--- src/rtl/im_loader_pkg.sv ---
// Shared types and helpers for the instruction-memory program loader.
package im_loader_pkg;

   localparam int NMEM_DEF = 128;
   localparam int AW_DEF   = 7;

   typedef enum logic [1:0] {
      S_IDLE,
      S_LOAD,
      S_SETTLE,
      S_DONE
   } ld_state_e;

   // Word index wraps inside the memory: (b + c) kept to the low aw bits.
   function automatic logic [31:0] wrap_idx(
      input logic [31:0] b,
      input logic [31:0] c,
      input int unsigned aw
   );
      return (b + c) & ((32'd1 << aw) - 32'd1);
   endfunction

endpackage

--- src/rtl/im_wr_stage.sv ---
// Registered instruction-memory write port: one strobe cycle per loaded word.
module im_wr_stage #(
   parameter int AW = 7
) (
   input  logic          clk_i,
   input  logic          flush_i,
   input  logic          load_i,
   input  logic [AW-1:0] addr_i,
   input  logic [31:0]   data_i,
   output logic [31:0]   im_add_o,
   output logic [31:0]   im_data_o,
   output logic          im_rd_wr_o
);

   logic [AW-1:0] add_q;
   logic [31:0]   data_q;
   logic          stb_q;

   always_ff @(posedge clk_i) begin
      if (flush_i) begin
         add_q  <= '0;
         data_q <= '0;
         stb_q  <= 1'b0;
      end else begin
         stb_q <= load_i;
         if (load_i) begin
            add_q  <= addr_i;
            data_q <= data_i;
         end
      end
   end

   assign im_add_o   = {{(32-AW){1'b0}}, add_q};
   assign im_data_o  = data_q;
   assign im_rd_wr_o = stb_q;

endmodule

--- src/rtl/im_loader.sv ---
// Program-load controller: streams host words into instruction memory, holds the core meanwhile.
module im_loader
   import im_loader_pkg::*;
#(
   parameter int NMEM          = NMEM_DEF,
   parameter int AW            = AW_DEF,
   parameter bit HOLD_ON_RESET = 1'b1
) (
   input  logic          clk,
   input  logic          rst,
   input  logic          start,
   input  logic [AW:0]   len,
   input  logic [AW-1:0] base,
   input  logic          abort,
   input  logic          wr_valid,
   input  logic [31:0]   wr_data,
   output logic          wr_ready,
   output logic [31:0]   im_add,
   output logic [31:0]   im_data,
   output logic          im_en,
   output logic          im_rd_wr,
   output logic          cpu_hold,
   output logic          busy,
   output logic          done,
   output logic          err
);

   localparam logic [AW:0] LEN_MAX = (AW+1)'(NMEM);

   ld_state_e     state_q;
   logic [AW:0]   count_q, count_d, len_q;
   logic [AW-1:0] base_q, addr_d;
   logic          busy_q, done_q, err_q, hold_q;
   logic          hs, len_ok;

   assign wr_ready = (state_q == S_LOAD) && !abort;
   assign hs       = wr_valid && wr_ready;
   assign len_ok   = (len != '0) && (len <= LEN_MAX);
   assign count_d  = count_q + (AW+1)'(1);
   assign addr_d   = AW'(wrap_idx(32'(base_q), 32'(count_q), AW));

   always_ff @(posedge clk) begin
      if (rst) begin
         state_q <= S_IDLE;
         count_q <= '0;
         len_q   <= '0;
         base_q  <= '0;
         busy_q  <= 1'b0;
         done_q  <= 1'b0;
         err_q   <= 1'b0;
         hold_q  <= HOLD_ON_RESET;
      end else begin
         done_q <= 1'b0;
         unique case (state_q)
            S_IDLE: if (start) begin
               len_q   <= len;
               base_q  <= base;
               count_q <= '0;
               err_q   <= !len_ok;
               if (len_ok) begin
                  state_q <= S_LOAD;
                  busy_q  <= 1'b1;
                  hold_q  <= 1'b1;
               end
            end
            S_LOAD: if (abort) begin
               state_q <= S_IDLE;
               busy_q  <= 1'b0;
               err_q   <= 1'b1;
            end else if (hs) begin
               count_q <= count_d;
               if (count_d == len_q) state_q <= S_SETTLE;
            end
            // Abort still leaves the core held: a partial image must never run.
            S_SETTLE: if (abort) begin
               state_q <= S_IDLE;
               busy_q  <= 1'b0;
               err_q   <= 1'b1;
            end else begin
               state_q <= S_DONE;
               done_q  <= 1'b1;
               hold_q  <= 1'b0;
            end
            S_DONE: begin
               state_q <= S_IDLE;
               busy_q  <= 1'b0;
            end
            default: state_q <= S_IDLE;
         endcase
      end
   end

   im_wr_stage #(.AW(AW)) u_wr (
      .clk_i      (clk),
      .flush_i    (rst),
      .load_i     (hs),
      .addr_i     (addr_d),
      .data_i     (wr_data),
      .im_add_o   (im_add),
      .im_data_o  (im_data),
      .im_rd_wr_o (im_rd_wr)
   );

   assign im_en    = busy_q;
   assign busy     = busy_q;
   assign done     = done_q;
   assign err      = err_q;
   assign cpu_hold = hold_q;

endmodule

--- config.mk ---
export PLATFORM = sky130hd
export DESIGN_NAME = im_loader
export DESIGN_NICKNAME = d
export VERILOG_FILES = /design/src/rtl/im_loader_pkg.sv /design/src/rtl/im_wr_stage.sv /design/src/rtl/im_loader.sv
export SDC_FILE = /design/constraint.sdc
export NUM_CORES = 1
export LEC_CHECK = 0
export BUFFER_PORTS_ARGS = -buffer_cell sky130_fd_sc_hd__buf_2
export CORE_MARGIN = 8
export CORE_UTILIZATION = 53
export DETAILED_ROUTE_END_ITERATION = 10
export PLACE_DENSITY = 0.81
export SLEW_MARGIN = 40
export SYNTH_ARGS = -nofsm -noshare
export SYNTH_HDL_FRONTEND = slang
export SYNTH_SLANG_ARGS = --single-unit
export TNS_END_PERCENT = 30
--- constraint.sdc ---
create_clock -name clk -period 3.1 [get_ports clk]
set_input_delay 0.465 -clock clk [delete_from_list [all_inputs] [get_ports clk]]
set_output_delay 0.465 -clock clk [all_outputs]
set_load 0.05 [all_outputs]
==> flow_summary.ini <==
[clock_network]
cts_hold_buf = 0
clk_path_buf_depth = 2
cts_buffers = 9
path_clk_slew_ps = 70
cts_tree = yes
post_cts_buffers = 0
cts.htree.levels = 3
clock_latency_ps = 330
ctsResizeCount = 0
cts-root-buf = clkbuf_8
clock_sinks = 69

[timing]
tightest_slew_ps = 632
final_max_slew_viol_count = 0
period_share = 0.795
finClkSkew_ps = 4.91
hold_violations = 0
layout_setup_ws_ps = 636
setup_tns_ps = 0
setup_violations = 0
grt_setup_unrepaired = false
finalCriticalPeriod_ps = 2460
relSlewSlack = 0.579
max_freq_mhz = 406

[power]
vdd_drop_max_mv = 0.413
powerDensity_nw_per_um2 = 537
p_total_mw = 2.09
p_leak_nw = 1.73

[placement]
port_buffers = 97
dp_hpwl_mm = 6.11
dpl_cell_area_um2 = 3700
place_congestion = 0.841
place_ws_ps = 678

[finish]
regArea_um2 = 1380
design_area_um2 = 3900
syn_to_final_growth_pct = 18.2
antenna_cells = 0
nFillCells = 516
fin_nets = 574
multi_input_area_um2 = 1650
drive_gt1_frac = 0.234

[routing]
first_pass_iters = 4
antenna_left = 0
route.detailed.wl_per_inst_um = 13.9
drc = 0
drt_iter0_markers = 183
vias = 3036
vias_per_cell = 5.14
routed_wl_mm = 8.23

[global_route]
antenna_found_initial = 0
grt_pass1_vias = 2890
grt_usage = 0.180
grt_pass1_wl_mm = 13.2
grt_remaining_overflow = 0
grt_start_max_net_pins = 42

[floorplan]
start_util = 0.554
fp-row-count = 28
design.die.area_um2 = 9000
die_w_um = 94.9
fp.dieH_um = 94.9
ios = 123
core_um2 = 5960

[synthesis]
synth_async_sr_flop_share = 0
syn_inst = 426
ys_warn_count = 0
synth.most_common_cell = nand2_1
ys_ff_latch = 69
yosysUniqueCellTypes = 46
syn_area_um2 = 3300
ys_seq_area_frac = 0.419
synth_top_area_frac = 0.419
synthTopCellsByArea = dfxtp_1 42%, nand2_1 13%, a21oi_1 10%, buf_4 6.4%, ha_1 3.8%
avgSynthCellArea_um2 = 7.74
synth_ff_type = dfxtp_1
synth_area_leader_cell = dfxtp_1
ys_top_cells_by_count = 111 x nand2_1, 69 x dfxtp_1, 66 x a21oi_1
synth-edff-count = 0

[setup_path]
cp.arrival_ps = 2660
crit_path_end_kind = flip-flop
ff2ff_path_depth = 10
start_kind = flip-flop
required_ps = 3290
crit_slowest_cell = ha_1
path_cells = inv_1 > ha_1 > nand2_1 > inv_2 > and2_1 > buf_4 > o21ai_1 > a21o_1 > a21oi_1 > nor2_1
critPathMaxFanout = 41
r2r-end = count_q[4]
ff2ff_setup_slack_ps = 640
reg2reg_from = state_q[1]
setup.worst_path.class = reg -> reg
slowest_delay_ps = 410

[min_path]
hold_depth = 3
worstHoldPathType = in -> reg
worstHoldEndpoint = u_wr.im_data_o[17]
hold_path.startpoint = wr_data[17]

[outcome]
status = finished, final reports clean

[job]
cap_violations = 0
## report_power, final
group          internal [mW]  switching (mW)
logic                  0.108           0.303
clock network          0.395           0.337
registers              0.925          0.0227
total                   1.43           0.663
## layout make-up
type / count / area share
clock buffer: 11 / 0.0363
clock inverter: 5 / 0.0151
inverter: 14 / 0.0135
multi-input combinational: 316 / 0.424
sequential: 69 / 0.355
tap: 75 / 0.0241
timing repair buffer: 101 / 0.132
## metrics by stage
step | cells | utilization | hold slack, ps
after detailed placement | 575 | 0.621 | 443
after global routing | 591 | 0.654 | 342
after global placement | 575 | 0.621 | 439
final | 591 | 0.654 | 362
after CTS | 591 | 0.654 | 350
after floorplan | 450 | - | 440
## sequential cells by signal, summed over array words and instances, names as in the netlist
register         cells
u_wr.im_data_o      32
count_q              8
len_q                8
base_q               7
u_wr.add_q           7
state_q              2
busy                 1
cpu_hold             1
done                 1
err                  1
u_wr.im_rd_wr_o      1
## cell usage in the layout (no fill, tap or decap), types with 6 or more instances in the layout
master	n
a21oi_1	66
ha_1	10
buf_2	97
nor3_1	7
nor2_1	14
nand2_1	111
dfxtp_1	69
nand3_1	8
clkbuf_8	10
xnor2_1	6
o21ai_0	11
conb_1	25
inv_1	12
## cells by family after synthesis
kind of cell             share of synthesized area
AO/OA/AOI/OAI                                0.170
XOR/XNOR                                    0.0266
adder cells (fa/ha/maj)                     0.0440
buffers and inverters                        0.107
flip-flops                                   0.419
multiplexers                               0.00304
other                                      0.00114
AND/OR/NAND/NOR                              0.229
## worst max-delay path by stage
stage,depth (start not counted),startpoint,endpoint
global placement,10,state_q[1],count_q[5]
global route,10,state_q[1],count_q[7]
floorplan,9,state_q[1],count_q[6]
CTS,10,state_q[1],count_q[4]
finish,10,state_q[1],count_q[4]
detailed placement,10,state_q[1],count_q[4]
## worst max-delay path, delay by kind of cell (launching register included)
kind            cells  cell delay [ps]
flops               1              330
buf+inv             3              550
compound gates      3              660
fa+ha+maj           1              410
simple gates        3              370
## per-layer routing
layer,vias up,share of wire,track usage
met2,104,0.47,0.294
li1,1543,-,-
met4,0,0.021,0.0897
met5,-,0,0
met3,16,0.090,0.0413
met1,1373,0.42,0.218
Power figures use the tool's default switching activity.
